`config.mk`:
```
export PLATFORM = sky130hd
export DESIGN_NAME = aes_round_sequencer_flat
export DESIGN_NICKNAME = d
export VERILOG_FILES = /design/src/rtl/aes_round_sequencer_pkg.sv /design/src/rtl/aes_round_sequencer_if.sv /design/src/rtl/aes_round_sequencer_bcd_serial.sv /design/src/rtl/aes_round_sequencer.sv /design/src/flat_wrapper.sv
export SDC_FILE = /design/constraint.sdc
export NUM_CORES = 1
export LEC_CHECK = 0
export CAP_MARGIN = 20
export CORE_MARGIN = 8
export CORE_UTILIZATION = 35
export CTS_CLUSTER_DIAMETER = 80
export DETAILED_ROUTE_END_ITERATION = 10
export DONT_BUFFER_PORTS = 1
export GPL_TIMING_DRIVEN = 0
export PLACE_DENSITY = 0.55
export SETUP_SLACK_MARGIN = 0.5
export SLEW_MARGIN = 40
export SYNTH_ARGS = -nofsm -noshare
export SYNTH_HDL_FRONTEND = slang
export SYNTH_HIERARCHICAL = 1
export SYNTH_SLANG_ARGS = --single-unit
```
`constraint.sdc`:
```
create_clock -name clk -period 2.9 [get_ports clk]
set_input_delay 0.58 -clock clk [delete_from_list [all_inputs] [get_ports clk]]
set_output_delay 0.58 -clock clk [all_outputs]
set_load 0.05 [all_outputs]
```
`src/rtl/aes_round_sequencer_pkg.sv`:
```
// Shared definitions for the AES round sequencer: key-size encodings, round
// limits, BCD digit width and the serial BCD converter state type.
package aes_seq_pkg;

  typedef enum logic [1:0] {
    MODE_128  = 2'd0,
    MODE_192  = 2'd1,
    MODE_256  = 2'd2,
    MODE_RSVD = 2'd3
  } aes_mode_e;

  typedef enum logic {
    BCD_IDLE  = 1'b0,
    BCD_SHIFT = 1'b1
  } bcd_state_e;

  localparam int MAX_ROUND   = 28;
  localparam int BCD_DIGIT_W = 4;

  // The reserved encoding runs as AES-128.
  function automatic logic [1:0] mode_norm(input logic [1:0] m);
    return (m == MODE_RSVD) ? 2'd0 : m;
  endfunction

  function automatic logic [4:0] nr_of(input logic [1:0] m);
    case (m)
      MODE_192: return 5'd12;
      MODE_256: return 5'd14;
      default:  return 5'd10;
    endcase
  endfunction

endpackage

```
`src/rtl/aes_round_sequencer_if.sv`:
```
// Board-side bundle of the round sequencer: keys/switches and datapath bytes in,
// round control and display data out. auto_run exists only with AES_SEQ_AUTO_STEP_EN.
interface aes_round_sequencer_if
  import aes_seq_pkg::*;
#(
  parameter int DATA_W     = 8,
  parameter int NUM_DIGITS = 3,
  parameter int ROUND_W    = 5
);

  logic                              step;
  logic [1:0]                        mode;
  logic [DATA_W-1:0]                 cipher_byte;
  logic [DATA_W-1:0]                 decipher_byte;
  logic                              pt_match;
  logic [ROUND_W-1:0]                round;
  logic [1:0]                        act_mode;
  logic                              phase_dec;
  logic                              done;
  logic                              pass_led;
  logic [BCD_DIGIT_W*NUM_DIGITS-1:0] disp_bcd;
  logic                              disp_valid;
`ifdef AES_SEQ_AUTO_STEP_EN
  logic                              auto_run;
`endif

  modport master (
    output step, mode, cipher_byte, decipher_byte, pt_match,
    input  round, act_mode, phase_dec, done, pass_led, disp_bcd, disp_valid
`ifdef AES_SEQ_AUTO_STEP_EN
    , output auto_run
`endif
  );

  modport slave (
    input  step, mode, cipher_byte, decipher_byte, pt_match,
    output round, act_mode, phase_dec, done, pass_led, disp_bcd, disp_valid
`ifdef AES_SEQ_AUTO_STEP_EN
    , input auto_run
`endif
  );

endinterface

```
`src/rtl/aes_round_sequencer_bcd_serial.sv`:
```
// Iterative double-dabble binary-to-BCD converter: one shift per clock, result
// published DATA_W+1 cycles after start; a new start aborts a running conversion.
module bcd_serial
  import aes_seq_pkg::*;
#(
  parameter int DATA_W     = 8,
  parameter int NUM_DIGITS = 3
)(
  input  logic                              clk,
  input  logic                              rst,
  input  logic                              start,
  input  logic [DATA_W-1:0]                 value,
  output logic [BCD_DIGIT_W*NUM_DIGITS-1:0] bcd,
  output logic                              busy,
  output logic                              valid
);

  localparam int BCD_W = BCD_DIGIT_W * NUM_DIGITS;
  localparam int CNT_W = $clog2(DATA_W + 1);

  bcd_state_e        state;
  logic [DATA_W-1:0] sh;
  logic [BCD_W-1:0]  acc;
  logic [BCD_W-1:0]  adj;
  logic [BCD_W-1:0]  acc_next;
  logic [CNT_W-1:0]  cnt;

  // Add 3 to every digit that would overflow past 9 once doubled, then shift in the next bit.
  always_comb begin
    adj = acc;
    for (int i = 0; i < NUM_DIGITS; i++) begin
      if (acc[BCD_DIGIT_W*i +: BCD_DIGIT_W] >= 4'd5)
        adj[BCD_DIGIT_W*i +: BCD_DIGIT_W] = acc[BCD_DIGIT_W*i +: BCD_DIGIT_W] + 4'd3;
    end
    acc_next = {adj[BCD_W-2:0], sh[DATA_W-1]};
  end

  always_ff @(posedge clk) begin
    if (rst) begin
      state <= BCD_IDLE;
      sh    <= '0;
      acc   <= '0;
      cnt   <= '0;
      bcd   <= '0;
      valid <= 1'b0;
    end else if (start) begin
      state <= BCD_SHIFT;
      sh    <= value;
      acc   <= '0;
      cnt   <= CNT_W'(DATA_W);
      valid <= 1'b0;
    end else begin
      case (state)
        BCD_SHIFT: begin
          sh  <= sh << 1;
          acc <= acc_next;
          cnt <= cnt - CNT_W'(1);
          if (cnt == CNT_W'(1)) begin
            bcd   <= acc_next;
            valid <= 1'b1;
            state <= BCD_IDLE;
          end
        end
        default: ;
      endcase
    end
  end

  assign busy = (state == BCD_SHIFT);

endmodule

```
`src/rtl/aes_round_sequencer.sv`:
```
// Round control for the AES demo: steps cipher then decipher rounds on key edges,
// converts the displayed byte to BCD and flags a plaintext match. Optional
// auto-stepping divider enabled by AES_SEQ_AUTO_STEP_EN.
module aes_round_sequencer
  import aes_seq_pkg::*;
#(
  parameter int DATA_W     = 8,
  parameter int NUM_DIGITS = 3,
  parameter int ROUND_W    = 5
`ifdef AES_SEQ_AUTO_STEP_EN
  , parameter int AUTO_DIV = 50000000
`endif
)(
  input  logic                  clk,
  input  logic                  rst,
  aes_round_sequencer_if.slave  bus
);

  logic                 step_q;
  logic                 first_q;
  logic [ROUND_W-1:0]   round_q;
  logic [1:0]           act_mode_q;
  logic                 pass_q;
  logic [DATA_W-1:0]    last_val;
  logic [ROUND_W-1:0]   nr;
  logic [ROUND_W-1:0]   last_round;
  logic [DATA_W-1:0]    disp_src;
  logic                 key_edge;
  logic                 step_evt;
  logic                 conv_req;
  logic                 done_w;
  logic                 conv_busy;
  logic                 conv_valid;
  logic [BCD_DIGIT_W*NUM_DIGITS-1:0] conv_bcd;

  assign nr         = ROUND_W'(nr_of(act_mode_q));
  assign last_round = nr + nr;
  assign done_w     = (round_q == last_round);
  assign key_edge   = bus.step & ~step_q;
  assign disp_src   = (round_q <= nr) ? bus.cipher_byte : bus.decipher_byte;
  assign conv_req   = first_q || (disp_src != last_val);

`ifdef AES_SEQ_AUTO_STEP_EN
  logic [31:0] div_cnt;
  logic        auto_pulse;

  assign auto_pulse = bus.auto_run && (div_cnt == 32'(AUTO_DIV - 1));
  assign step_evt   = key_edge | auto_pulse;

  always_ff @(posedge clk) begin
    if (rst || !bus.auto_run || auto_pulse)
      div_cnt <= '0;
    else
      div_cnt <= div_cnt + 32'd1;
  end
`else
  assign step_evt = key_edge;
`endif

  // step_q resets high so a key held through reset does not count as an edge.
  always_ff @(posedge clk) begin
    if (rst) begin
      step_q     <= 1'b1;
      first_q    <= 1'b1;
      round_q    <= '0;
      act_mode_q <= 2'd0;
      pass_q     <= 1'b0;
      last_val   <= '0;
    end else begin
      step_q  <= bus.step;
      first_q <= 1'b0;
      pass_q  <= done_w & bus.pt_match;
      if (round_q == '0)
        act_mode_q <= mode_norm(bus.mode);
      if (step_evt && (round_q < last_round))
        round_q <= round_q + ROUND_W'(1);
      if (conv_req)
        last_val <= disp_src;
    end
  end

  bcd_serial #(
    .DATA_W     (DATA_W),
    .NUM_DIGITS (NUM_DIGITS)
  ) u_bcd (
    .clk   (clk),
    .rst   (rst),
    .start (conv_req),
    .value (disp_src),
    .bcd   (conv_bcd),
    .busy  (conv_busy),
    .valid (conv_valid)
  );

  assign bus.round      = round_q;
  assign bus.act_mode   = act_mode_q;
  assign bus.phase_dec  = (round_q > nr);
  assign bus.done       = done_w;
  assign bus.pass_led   = pass_q;
  assign bus.disp_bcd   = conv_bcd;
  assign bus.disp_valid = conv_valid & ~conv_busy;

endmodule
```
`src/flat_wrapper.sv`:
```
// flat-port wrapper written by rule: the top's interface ports become plain ports
module aes_round_sequencer_flat import aes_seq_pkg::*;
#(
  parameter int DATA_W     = 8,
  parameter int NUM_DIGITS = 3,
  parameter int ROUND_W    = 5

)
  (clk, rst, bus_step, bus_mode, bus_cipher_byte, bus_decipher_byte, bus_pt_match, bus_round, bus_act_mode, bus_phase_dec, bus_done, bus_pass_led, bus_disp_bcd, bus_disp_valid);
  aes_round_sequencer_if #(.DATA_W(DATA_W), .NUM_DIGITS(NUM_DIGITS), .ROUND_W(ROUND_W)) bus_i ();
  input  logic clk;
  input  logic rst;
  input wire logic [$bits(bus_i.step)-1:0] bus_step;
  input wire logic [$bits(bus_i.mode)-1:0] bus_mode;
  input wire logic [$bits(bus_i.cipher_byte)-1:0] bus_cipher_byte;
  input wire logic [$bits(bus_i.decipher_byte)-1:0] bus_decipher_byte;
  input wire logic [$bits(bus_i.pt_match)-1:0] bus_pt_match;
  output wire logic [$bits(bus_i.round)-1:0] bus_round;
  output wire logic [$bits(bus_i.act_mode)-1:0] bus_act_mode;
  output wire logic [$bits(bus_i.phase_dec)-1:0] bus_phase_dec;
  output wire logic [$bits(bus_i.done)-1:0] bus_done;
  output wire logic [$bits(bus_i.pass_led)-1:0] bus_pass_led;
  output wire logic [$bits(bus_i.disp_bcd)-1:0] bus_disp_bcd;
  output wire logic [$bits(bus_i.disp_valid)-1:0] bus_disp_valid;
  assign bus_i.step = bus_step;
  assign bus_i.mode = bus_mode;
  assign bus_i.cipher_byte = bus_cipher_byte;
  assign bus_i.decipher_byte = bus_decipher_byte;
  assign bus_i.pt_match = bus_pt_match;
  assign bus_round = bus_i.round;
  assign bus_act_mode = bus_i.act_mode;
  assign bus_phase_dec = bus_i.phase_dec;
  assign bus_done = bus_i.done;
  assign bus_pass_led = bus_i.pass_led;
  assign bus_disp_bcd = bus_i.disp_bcd;
  assign bus_disp_valid = bus_i.disp_valid;
  aes_round_sequencer #(.DATA_W(DATA_W), .NUM_DIGITS(NUM_DIGITS), .ROUND_W(ROUND_W)) u_core (.clk(clk), .rst(rst), .bus(bus_i));
endmodule
```
* Yosys cells after proc, flatten, opt, wreduce, memory -nomap -nowiden *
Cells that the tools add are included.

cells by class
  add/sub/neg operators = 6
  $lt $le $gt $ge = 6
  equal/unequal tests = 6
  multiplexer cells = 14
  bitwise logic cells = 6
  reduce and logical (&&, ||, !) cells = 7

operators by type and width
  cell                   number
  $mux W8                3
  $mux W4                4
  $ge A4 B3 Y1 const B   3
  $add A4 B2 Y4 const B  2
  $ne A8 B8 Y1           1
  $pmux W3 S2            1
  $add A4 B4 Y5          1
  $add A5 B1 Y5 const B  1
  $eq A5 B5 Y1           1
  $gt A5 B4 Y1           1
  $le A5 B4 Y1           1
  $logic_not A5 Y1       1
  $lt A5 B5 Y1           1
  $eq A2 B2 Y1 const B   2
  $eq A4 B1 Y1 const B   1
  $mux W1                4
  $sub A4 B1 Y4 const B  1
  $add A3 B2 Y3 const B  1
  $and A1 B1 Y1          3
  $mux W3                1
  $not A1 Y1             3
  $reduce_and A3 Y1      1
  $eq A2 B1 Y1 const B   1
  $mux W2                1
  5 further kinds        5

storage, ports and cells
  bits in registers = 56
  input port bits = 22
  logic and storage cells = 58

* Logic depth before layout (Yosys ltp) *
Gate-level depths: netlist (run 1).

  word-level depth = 8
  depth in mapped cells = 15
  depth with buffers taken out = 13

* Cells and area by module *
Netlist (run 1), hierarchy kept.

modules (own cells, without submodules)
  module               times used  cells an instance  area an instance (sq um)  sequential area each (sq um)
  bcd_serial           1           223                1926.8                    760.7
  aes_round_sequencer  1           107                985.9                     360.3

* Worst setup path after synthesis (run 1) *
No wires, ideal clock.

  path kind = flip-flop to flip-flop
  start point = reg u_core.act_mode_q[1], in the netlist u_core/bus.act_mode[1]
  end point = reg u_core.u_bcd.bcd[0]
  setup time = 70 ps
  data arrival time = 3357 ps
  data required time = 2830 ps
  path slack = -527 ps
  stages on the path, launching flop included = 16
  path buffers = 2
  clock period less this slack = 3427 ps
  path through = dfxtp_1 inv_1 ha_1 inv_1 ha_1 nor2b_1 o41ai_4 buf_6 mux2i_2 xnor2_1 nor3_1 nand4_1 inv_1 clkbuf_1 nand3_1 a21oi_1

on the way
  cells in the longest elaborated chain, start to end = 8
  elaborated cells between the ends (all ways) = 9
  those cells by class = order compare (1); eq/ne (3); mux (2); bitwise (1); reduce/logical (2)

RTL lines
  what                                          line                                  source
  start, declared                               aes_round_sequencer.sv:22             logic [1:0] act_mode_q;
  start signal, assigned                        aes_round_sequencer.sv:74             act_mode_q <= mode_norm(bus.mode);
  $eq A2 B2 Y1 or $eq A2 B1 Y1 (tied branches)  aes_round_sequencer_pkg.sv:26         case (m)
  $pmux W3 S2 (*)                               aes_round_sequencer_pkg.sv:26
  $le A5 B4 Y1 (*)                              aes_round_sequencer.sv:40             assign disp_src = (round_q <= nr) ? bus.cipher_byte : bus.decipher_byte;
  $mux W8 (*)                                   aes_round_sequencer.sv:40
  $ne A8 B8 Y1 (*)                              aes_round_sequencer.sv:41             assign conv_req = first_q || (disp_src != last_val);
  $logic_or A1 B1 Y1 (*)                        aes_round_sequencer.sv:41
  named net u_core.conv_req                     aes_round_sequencer.sv:30             logic conv_req;
  $not A1 Y1 (no source line) (*)               n/a
  $reduce_and A3 Y1 (no source line) (*)        n/a
  end signal, assigned                          aes_round_sequencer_bcd_serial.sv:59  bcd <= acc_next;
  end, declared                                 aes_round_sequencer_bcd_serial.sv:13  output logic [BCD_DIGIT_W*NUM_DIGITS-1:0] bcd,

Mark *: on every way through the listed nets, which the timed path passes. The rest lies on a longest branch.
A chain may end at the register's enable or synchronous reset.

* Worst setup path in the final report (run 1) *
  start point = reg u_core.act_mode_q[1], in the netlist u_core/bus.act_mode[1]
  end point = reg u_core.u_bcd.acc[6]

on the way
  cells in the longest elaborated chain, start to end = 7
  elaborated cells between the ends (all ways) = 8
  those cells by class = order compare (1); eq/ne (3); mux (2); reduce/logical (2)

RTL lines
  what                                          line                                  source
  $eq A2 B2 Y1 or $eq A2 B1 Y1 (tied branches)  aes_round_sequencer_pkg.sv:26
  $pmux W3 S2 (*)                               aes_round_sequencer_pkg.sv:26
  $le A5 B4 Y1 (*)                              aes_round_sequencer.sv:40
  $mux W8 (*)                                   aes_round_sequencer.sv:40
  $ne A8 B8 Y1 (*)                              aes_round_sequencer.sv:41
  $logic_or A1 B1 Y1 (*)                        aes_round_sequencer.sv:41
  named net u_core.conv_req                     aes_round_sequencer.sv:30
  $reduce_or A2 Y1 (no source line) (*)         n/a
  end signal, assigned                          aes_round_sequencer_bcd_serial.sv:56  acc <= acc_next;
  end, declared                                 aes_round_sequencer_bcd_serial.sv:23  logic [BCD_W-1:0] acc;

Marked as above.

==> impl_results.md, run 1 <==
- Status: finished with violations
- Failing checks: negative setup slack
- GRT overflow: 0
- Leak: 1.35 nW
- Clock root cell: clkbuf_8
- RSZ-0062 raised after global routing: yes
- Total power divided by cell area: about 400 nW/um^2
- Hold-fix buffers, CTS: 0
- Syn Nets: ~370
- TritonCTS clock tree: built
- Minimum clock period: ~3.3 ns
- Critical path class: flip-flop to flip-flop
- Area leader, netlist: dfxtp_1
- Highest clock rate: between 300 and 400 MHz
- Critical path capture point type: flip-flop
- First-pass GRT wire length: about 11000 um
- Placed Area: around 3200 um^2
- Site Rows: 33
- Drt wl/cell: ~15 um
- Synth top area share: 0.385
- Number of synthesized register bits: 56
- Worst-Skew Late Latency: slightly above 0.3 ns
- Register area share after synthesis: 0.385
- Clock buffer depth: 2
- Post-DR vias/cell: roughly 5
- Worst rel slew slack: 0.475
- Final Instance Area: 3760 um^2
- CTS clock-pin slew for the worst setup and hold paths: roughly 0.11 ns
- Gpl congestion: around 0.82
- IO Pins: between 40 and 50
- Min-delay worst type: input port to flip-flop
- IO buf count: 0
- Initial Utilization: 0.358
- Post-DP HPWL: 4690 um
- Post-synth top cells: dfxtp_1, nand2_1, nor2_1
- Max IR drop VDD: approximately 260 uV
- DRC: 0
- Ys flop type: dfxtp_1
- Die Height: between 100 and 150 um
- Number of global-route vias before repair: 2210
- Iteration-0 DRC Markers: between 50 and 60
- Pin count of the biggest net entering global routing: 19
- Req. time, crit path: around 3.1 ns
- Tcrit/Tclk final: 1.14
- Most frequent cell after synthesis: dfxtp_1
- Area of the mapped netlist: 2910 um^2
- CTS Sinks: 56
- Worst Setup Slack, final: -0.392 ns
- Initial antenna violation count: 0
- Via count: approximately 2300
- Cells after synthesis: between 300 and 400
- Die Wd: roughly 110 um
- Main area contributors after synthesis: dfxtp_1, ha_1, nand2_1, nor2_1, a21oi_1
- Final hold violations: 0
- Avg Inst Size Synth: between 8 and 9 um^2
- Worst-Margin Slew: between 0.7 and 0.8 ns
- Max_cap viols: 0
- CORE AREA: approximately 8100 um^2
- Final Util: 0.463
- Post-synth EDFFs: 0
- Final setup fails: 38
- DR pass1 iterations: 4
- CP startpoint kind: flip-flop
- Clock skew: around 0.014 ns
- WP data arrival: approximately 3.5 ns
- Max Transition Viols Final: 0
- Layout Nets: 396
- # H-tree levels: 2
- Remaining antenna violation count: 0
- CTS buffer count: 5
- Worst-path maximum fanout: 6
- Ys Warns: 6
- Async SR Flop Fraction: 0
- Pre-CTS setup slack: -0.686 ns
- Layout cell share with drive strength beyond 1: 0.340
- Distinct cells, synth: 42
- Synth-to-layout area growth: 29.2%
- Routed WL: approximately 7000 um
- Total Routing Usage GR: 0.116
- N_diodes: 0
- DIE AREA: between 10000 and 15000 um^2
-- placed cells by master, fill, tap and decap left out, types with 7 or more instances in the layout --
cell type and instances:
inv_1 20, dfxtp_1 52, nand2b_1 7, a21oi_1 8, o21ai_0 11, buf_6 10
o32ai_2 8, nand2_1 36, buf_4 18, mux2_2 9, a21oi_2 13, ha_1 10
xnor2_1 12, nor2_1 28
-- layer usage --
metal,up-vias,routed length (um),track usage,part of all wire
met1,1103,3070,0.143,0.44
met4,0,24,0.0271,0.0034
met5,-,0,0,0
met3,2,547,0.0354,0.078
li1,1190,-,-,-
met2,48,3330,0.194,0.48
-- power by group --
part	switching (mW)	internal [mW]	total, mW	leakage [nW]
clock network	0.265	0.313	0.578	0.0669
logic	0.0657	0.0609	0.127	0.822
registers	0.0209	0.784	0.805	0.460
-- registers in the layout (all words and copies together), names as in the netlist --
register and cells:
u_core/bus.act_mode 2, u_core/bus.pass_led 1, u_core/bus.round 5, u_core/first_q 1
u_core/last_val 8, u_core/step_q 1, u_core/u_bcd/acc 12, u_core/u_bcd/bcd 12
u_core/u_bcd/busy 1, u_core/u_bcd/cnt 4, u_core/u_bcd/sh 8, u_core/u_bcd/valid 1
-- cell type report --
cell class | count | area (um^2)
Sequential cell | 56 | 1140
Multi-Input combinational cell | 230 | 1870
Fill cell | 760 | 4370
Buffer | 20 | 174
Clock buffer | 6 | 93.8
Timing Repair Buffer | 24 | 214
Tap cell | 105 | 131
Inverter | 24 | 108
Clock inverter | 2 | 38.8
-- worst paths after layout --
kind                                                           from                          endpoint  slack, ns  depth (start not counted)
worst min-delay path                                            rst            u_core/first_q$_DFF_P_       0.28                          0
worst min register to register      u_core/u_bcd/valid$_SDFFE_PP0P_   u_core/u_bcd/valid$_SDFFE_PP0P_       0.49                          2
worst max-delay path            u_core/bus.act_mode[1]$_SDFFE_PP0N_  u_core/u_bcd/acc[6]$_SDFFE_PP0P_      -0.39                         16
worst max register to register  u_core/bus.act_mode[1]$_SDFFE_PP0N_  u_core/u_bcd/acc[6]$_SDFFE_PP0P_      -0.39                         16
-- metrics by stage --
stage / power, mW / setup TNS, ns / hold WS [ns] / std cells
after global placement: 0.928 / -17.26 / 0.445 / 435
after global routing: 1.59 / -17.43 / 0.255 / 467
final: 1.51 / -11.18 / 0.282 / 467
after CTS: 1.52 / -12.73 / 0.271 / 452
after floorplan: 0.908 / -1.80 / 0.432 / 330
after detailed placement: 0.929 / -18.79 / 0.453 / 435
-- cells by family (layout without fill, tap and decap cells) --
| logic type | count (synthesis) | count (layout) | synth area share |
|---|---|---|---|
| AOI/OAI and AO/OA | 67 | 67 | 0.177 |
| xor gates and xnor gates | 18 | 18 | 0.0541 |
| adders and majority gates | 13 | 13 | 0.0558 |
| buffers and inverters | 44 | 76 | 0.0700 |
| DFF | 56 | 56 | 0.385 |
| muxes | 17 | 17 | 0.0662 |
| and+or+nand+nor | 115 | 115 | 0.192 |
-- critical path: stages, from the launching register on --
cell       delay (ns)
dfxtp_4          0.47
inv_4            0.05
ha_4             0.16
inv_4            0.05
ha_4             0.18
nor2b_4          0.13
o41ai_4          0.37
buf_6            0.28
mux2i_4          0.28
xnor2_1          0.08
nor3_1           0.21
nand4_1          0.14
buf_6            0.16
or2_4            0.26
buf_4            0.15
clkbuf_16        0.15
o32ai_4          0.08
-- what timing repair did --
action                     CTS  global route
setup endpoints to repair   40            42
cloned                       2             1
hold endpoints to repair     0             0
buffers inserted             7            14
pin swaps                    9            18
resized for setup           27            45
No activity file was read; power rests on OpenSTA's default activity.
==> run 2: changes to the inputs <==
Settings changed: SYNTH_HIERARCHICAL 1 to not set.
==> impl_results.md, run 2 <==
- Ys Warns: 0 (-6)
- Final Instance Area: 3820 um^2 (+1.6%)
- Metal1 wirelength: 3000 um (-2.2%)
- Routed WL: 7100 um (+1.8%)
- IO buf count: 0 (unchanged)
- # H-tree levels: 2 (unchanged)
- Cells after synthesis: 300 (-9.1%)
- Syn Nets: 335 (-8.2%)
- Avg Inst Size Synth: 9.19 um^2 (+4.1%)
- Post-DR vias/cell: 5.10 (+1.7%)
- Initial Utilization: 0.359 (+0.000462)
- Site Rows: 32 (-3.0%)
- CP startpoint kind: flip-flop
- Status: finished with violations
- Main area contributors after synthesis: dfxtp_1, mux2i_1, xnor2_1, ha_1, a21oi_1
- WP data arrival: 3.34 ns (-0.17 ns)
- DRC: 0 (unchanged)
- Hold Slack: 0.282 ns (-0.000465 ns)
- Req. time, crit path: 3.07 ns (-0.05 ns)
- Min-delay src: rst
- Ys flop type: dfxtp_1
- Worst-Skew Late Latency: 0.32 ns (about the same)
- Worst-Margin Slew: 0.951 ns (+0.165 ns)
- Cell count after placement: 402 (-7.6%)
- Met2 Routed Length: 3580 um (+7.4%)
- Worst Setup SP: u_core.bus.act_mode[1]$_SDFFE_PP0N_
- RSZ-0062 raised after global routing: yes
- Max_cap viols: 0 (unchanged)
- Worst-path maximum fanout: 7 (+1)
- CTS Sinks: 56 (unchanged)
- Iteration-0 DRC Markers: 50 (-7.4%)
- Minimum clock period: 3.17 ns (-0.125 ns)
- Clock skew: 0.0150 ns (+0.00107 ns)
- Total power divided by cell area: 366 nW/um^2 (-8.7%)
- Worst Setup Slack, final: -0.267 ns (+0.125 ns)
- TritonCTS clock tree: built
- Via count: 2199 (-6.1%)
- DR pass1 iterations: 4 (unchanged)
- Critical path capture point type: flip-flop
- Max IR drop VDD: 173 uV (-33%)
- Remaining antenna violation count: 0 (unchanged)
- Met3 wire len: 454 um (-17%)
- Distinct cells, synth: 36 (-14%)
- First-pass GRT wire length: 11300 um (+3.5%)
- Critical path class: flip-flop to flip-flop
- Area of the multi-input gates: 1930 um^2 (+3.6%)
- Synth top area share: 0.407 (+0.0218)
- IO Pins: 45 (unchanged)
- Reg2reg start: u_core.bus.act_mode[1]$_SDFFE_PP0N_
- Number of global-route vias before repair: 2239 (+1.3%)
- N_diodes: 0 (unchanged)
- Gpl congestion: 0.733 (-11%)
- Layout cell share with drive strength beyond 1: 0.368 (+0.0280)
- Worst rel slew slack: 0.363 (-0.111)
- Final Util: 0.497 (+0.0345)
- Biggest regs: u_core.u_bcd.acc (12), u_core.u_bcd.bcd (12)
- Pre-CTS setup slack: -0.400 ns (+0.287 ns)
- Die Wd: 105 um (-2.3%)
- Clock root cell: clkbuf_8
- Final setup fails: 38 (unchanged)
- Async SR Flop Fraction: 0 (unchanged)
- Drt wl/cell: 16.5 um (+10%)
- Post-synth EDFFs: 0 (unchanged)
- Initial antenna violation count: 0 (unchanged)
- Area of the mapped netlist: 2760 um^2 (-5.4%)
- Max Transition Viols Final: 0 (unchanged)
- CORE AREA: 7690 um^2 (-5.5%)
- Fin cells: 431 (-7.7%)
- Most common cell after layout, fill and taps aside: dfxtp_1
- Die Height: 105 um (-2.3%)
- CTS clock-pin slew for the worst setup and hold paths: 0.11 ns (about the same)
- Post-synth top cells: dfxtp_1, nor2_1, a21oi_1
- Layout Nets: 363 (-8.3%)
- Placed Area: 3020 um^2 (-4.2%)
- Post-DP HPWL: 4530 um (-3.5%)
- Tcrit/Tclk final: 1.09 (-0.0430)
- Synth-to-layout area growth: 38.7%
- Total Routing Usage GR: 0.127 (+0.0105)
- Highest clock rate: 316 MHz (+3.9%)
- CTS buffer count: 5 (unchanged)
- Min-delay worst type: input port to flip-flop
- Failing checks: negative setup slack
- Most frequent cells in the layout: dfxtp_1, nor2_1, xnor2_1
- Area leader, netlist: dfxtp_1
- GRT overflow: 0 (unchanged)
- Clock buffer depth: 2 (unchanged)
- Most frequent cell after synthesis: dfxtp_1
- Leak: 1.32 nW (-2.2%)
- Number of synthesized register bits: 56 (unchanged)
- Fill cells: 714 (-6.1%)
- Pin count of the biggest net entering global routing: 19 (unchanged)
- Top Metal Used: met4
- Register area share after synthesis: 0.407 (+0.0218)
- DIE AREA: 11000 um^2 (-4.6%)
- Reg area: 1130 um^2 (-0.11%)
- Final hold violations: 0 (unchanged)
[run 2: cell types whose count changed after synthesis, sizes merged, moves of 5 or more]
cell   previous run  this run
nand3             6        11
mux2              9         0
o32ai             9         0
inv              24        18
xnor2            12        21
a21oi            21        28
or3               5         0
nand2            43        10
mux2i             8        23
[run 2: where the power goes]
group	leakage (nW)	internal [mW]	switching, mW	total (mW)
Clock	0.0485	0.174	0.270	0.444
Sequential	0.461	0.785	0.0226	0.808
Combinational	0.810	0.0701	0.0790	0.149
Total	1.32	1.03	0.371	1.40
[run 2: per-stage QoR]
stage	power, mW	setup TNS [ns]
floorplan	0.912	-1.98
global placement	0.932	-9.03
detailed placement	0.934	-9.36
CTS	1.41	-10.27
global route	1.46	-12.22
finish	1.40	-7.40
[run 2: worst paths after layout]
path,to,slack [ns],cells after the start
max,u_core.u_bcd.bcd[0]$_SDFFE_PP0P_,-0.27,14
min,u_core.first_q$_DFF_P_,0.28,0
max reg2reg,u_core.u_bcd.bcd[0]$_SDFFE_PP0P_,-0.27,14
min reg2reg,u_core.u_bcd.acc[11]$_SDFFE_PP0P_,0.49,2
[run 2: metal layers]
metal,track usage,up-vias
met1,0.141,1058
met4,0.0418,0
met2,0.219,42
met5,0,-
met3,0.0467,6
li1,-,1093
[run 2: cell type report]
cell class,count,share of cell area
sequential,56,0.297
timing repair buffer,21,0.0736
multi-input combinational,209,0.506
clock buffer,5,0.0180
inverter,18,0.0190
tap,102,0.0334
clock inverter,3,0.00589
buffer,17,0.0471
[run 2: cell families after synthesis]
| kind of cell | share of synthesized area |
|---|---|
| adder cells (fa/ha/maj) | 0.0626 |
| AND/OR/NAND/NOR | 0.150 |
| multiplexers | 0.0881 |
| buffers and inverters | 0.0590 |
| AO/OA/AOI/OAI | 0.157 |
| flip-flops | 0.407 |
| XOR/XNOR | 0.0763 |
[run 2: what timing repair did]
| action | in CTS | in global routing |
|---|---|---|
| pin swaps | 11 | 21 |
| setup endpoints to repair | 40 | 48 |
| endpoints found under the hold margin | 0 | 0 |
| hold buffers | 0 | 0 |
| gates resized for setup | 57 | 51 |
| buffers inserted | 13 | 2 |
| gates cloned | 5 | 1 |
[run 2: critical path, cell delays in order (launching register included)]
cell and delay [ns]:
dfxtp_4 0.47, inv_4 0.06, ha_4 0.16, inv_4 0.06
ha_4 0.19, nor2b_4 0.13, o41ai_4 0.32, buf_12 0.21
mux2i_4 0.28, xnor2_2 0.10, or4_4 0.53, buf_12 0.17
clkbuf_16 0.16, o21ai_2 0.10, a21oi_1 0.08
==> run 3: changes to the inputs <==
Settings changed: CORE_MARGIN 8 to 2.
==> impl_results.md, run 3 (synthesized netlist as in run 2, its figures left out) <==
- Status: finished with violations
- Failing checks: negative setup slack
- Layout Nets: 365 (+0.55%)
- Fin cells: 433 (+0.46%)
- Minimum clock period: 3.22 ns (+0.0567 ns)
- Remaining antenna violation count: 0 (unchanged)
- Int Pwr: 1.03 mW (-0.35%)
- TritonCTS clock tree: built
- Leak: 1.32 nW (-0.12%)
- Total power divided by cell area: 373 nW/um^2 (+1.8%)
- Die Height: 92.7 um (-11%)
- Clock skew: 0.0137 ns (-0.00127 ns)
- Max Transition Viols Final: 0 (unchanged)
- Worst path max stage delay: 0.53 ns (about the same)
- Cell count after placement: 402 (unchanged)
- Die Wd: 92.7 um (-11%)
- Clock root cell: clkbuf_8
- Routed WL: 6680 um (-5.8%)
- Layout cell share with drive strength beyond 1: 0.344 (-0.0234)
- Final setup fails: 38 (unchanged)
- Top cell family by delay on the critical path: buffers and inverters
- Crit path cell chain: inv_4 -> ha_4 -> inv_4 -> ha_4 -> nor2b_4 -> o41ai_4 -> buf_4 -> buf_12 -> mux2i_4 -> xnor2_2 -> or4_4 -> buf_12 -> buf_6 -> a211oi_2 -> a211oi_2
- Max_cap viols: 0 (unchanged)
- RSZ-0062 raised after global routing: yes
- Total Power: 1.39 mW (-0.87%)
- IO Pins: 45 (unchanged)
- Most common cell after layout, fill and taps aside: dfxtp_1
- Critical path class: flip-flop to flip-flop
- GRT overflow: 0 (unchanged)
- N_diodes: 0 (unchanged)
- Post-DP HPWL: 4200 um (-7.2%)
- Initial Utilization: 0.359 (unchanged)
- DR pass1 iterations: 4 (unchanged)
- DIE AREA: 8600 um^2 (-22%)
- CORE AREA: 7690 um^2 (unchanged)
- Req. time, crit path: 3.08 ns (about the same)
- Top Metal Used: met4
- Clk pwr share: 0.318 (about the same)
- Worst-path maximum fanout: 7 (unchanged)
- Via count: 2228 (+1.3%)
- Post-DR vias/cell: 5.15 (+0.85%)
- CP startpoint kind: flip-flop
- Worst Setup Slack, final: -0.324 ns (-0.0567 ns)
- Area of the multi-input gates: 1820 um^2 (-6.0%)
- Drt wl/cell: 15.4 um (-6.2%)
- Reg area: 1130 um^2 (unchanged)
- Worst rel slew slack: 0.450 (+0.0865)
- Met2 Routed Length: 3140 um (-12%)
- Site Rows: 32 (unchanged)
- CTS buffer count: 5 (unchanged)
- DRC: 0 (unchanged)
- Clock buffer depth: 2 (unchanged)
- Metal1 wirelength: 3110 um (+3.8%)
- Final hold violations: 0 (unchanged)
- Min-delay worst type: input port to flip-flop
- CTS clock-pin slew for the worst setup and hold paths: 0.11 ns (about the same)
- Total Routing Usage GR: 0.149 (+0.0221)
- Comb power frac: 0.101 (-0.006)
- Number of global-route vias before repair: 2080 (-7.1%)
- Tcrit/Tclk final: 1.11 (+0.0196)
- Worst-Margin Slew: 0.824 ns (-0.127 ns)
- Pin count of the biggest net entering global routing: 19 (unchanged)
- Gpl congestion: 0.779 (+6.3%)
- Biggest regs: u_core.u_bcd.acc (12), u_core.u_bcd.bcd (12)
- CTS Sinks: 56 (unchanged)
- WP data arrival: 3.40 ns (+0.06 ns)
- Initial antenna violation count: 0 (unchanged)
- Met3 wire len: 333 um (-27%)
- Sw Share: 0.261 (-0.00386)
- Synth-to-layout area growth: 35.0%
- Sw Pwr: 0.363 mW (-2.3%)
- Highest clock rate: 310 MHz (-1.8%)
- Fill cells: 729 (+2.1%)
- IO buf count: 0 (unchanged)
- Max IR drop VDD: 167 uV (-3.6%)
- Worst-Skew Late Latency: 0.32 ns (about the same)
- Iteration-0 DRC Markers: 70 (+40%)
- Critical path capture point type: flip-flop
- Critical-path cell with the highest stage delay: or4_4
- Flop pwr share: 0.582 (+0.005)
- Pre-CTS setup slack: -0.418 ns (-0.0183 ns)
- Most frequent cells in the layout: dfxtp_1, nor2_1, xnor2_1, mux2i_1, a21oi_1
- # H-tree levels: 2 (unchanged)
- Worst Path Buf+Inv: 6 (+1)
- First-pass GRT wire length: 10100 um (-10%)
[run 3: cell count changes in the layout (fill, tap and decap cells not counted), sizes merged]
cell    change
clkbuf      +2
buf         -1
bufbuf      +1
[run 3: per-layer routing]
layer | vias up | track usage
met5 | - | 0
met4 | 0 | 0.0453
met3 | 9 | 0.0342
met2 | 42 | 0.251
met1 | 1082 | 0.190
li1 | 1095 | -
[run 3: final timing paths]
| check | from | to | slack [ns] | cells past startpoint |
|---|---|---|---|---|
| worst min-delay path | rst | u_core.first_q$_DFF_P_ | 0.28 | 0 |
| worst max register to register | u_core.bus.act_mode[1]$_SDFFE_PP0N_ | u_core.u_bcd.sh[2]$_SDFFE_PP0P_ | -0.32 | 15 |
| worst min register to register | u_core.u_bcd.acc[11]$_SDFFE_PP0P_ | u_core.u_bcd.acc[11]$_SDFFE_PP0P_ | 0.49 | 2 |
| worst max-delay path | u_core.bus.act_mode[1]$_SDFFE_PP0N_ | u_core.u_bcd.sh[2]$_SDFFE_PP0P_ | -0.32 | 15 |
[run 3: power groups by stage]
stage	clock [mW]	combinational, mW	sequential, mW
final	0.441	0.140	0.807
after detailed placement	0	0.108	0.825
after floorplan	0	0.0891	0.823
after global placement	0	0.107	0.825
after global routing	0.492	0.152	0.810
after CTS	0.458	0.123	0.807
[run 3: layout make-up]
| class | count | share of cell area |
|---|---|---|
| inverters | 18 | 0.0195 |
| multi-input cells | 209 | 0.489 |
| flip-flops and latches | 56 | 0.305 |
| clock inverters | 3 | 0.00605 |
| repair buffers | 23 | 0.0807 |
| plain buffers | 17 | 0.0474 |
| well taps | 102 | 0.0343 |
| clock buffers | 5 | 0.0185 |
[run 3: timing repair]
action / CTS / global route
cloned: 2 / 4
hold buffers: 0 / 0
setup endpoints to repair: 40 / 43
hold endpoints to repair: 0 / 0
buffers inserted: 8 / 9
gates resized for setup: 29 / 53
pin swaps: 4 / 7
[run 3: through the flow]
stage / hold slack (ns) / instance area (um^2) / TNS (ns) / utilization
after floorplan: 0.447 / 2890 / -1.98 / -
after global placement: 0.456 / 3010 / -8.45 / 0.392
after detailed placement: 0.471 / 3020 / -9.74 / 0.392
after CTS: 0.274 / 3350 / -6.68 / 0.436
after global routing: 0.258 / 3720 / -13.22 / 0.484
final: 0.281 / 3720 / -8.63 / 0.484
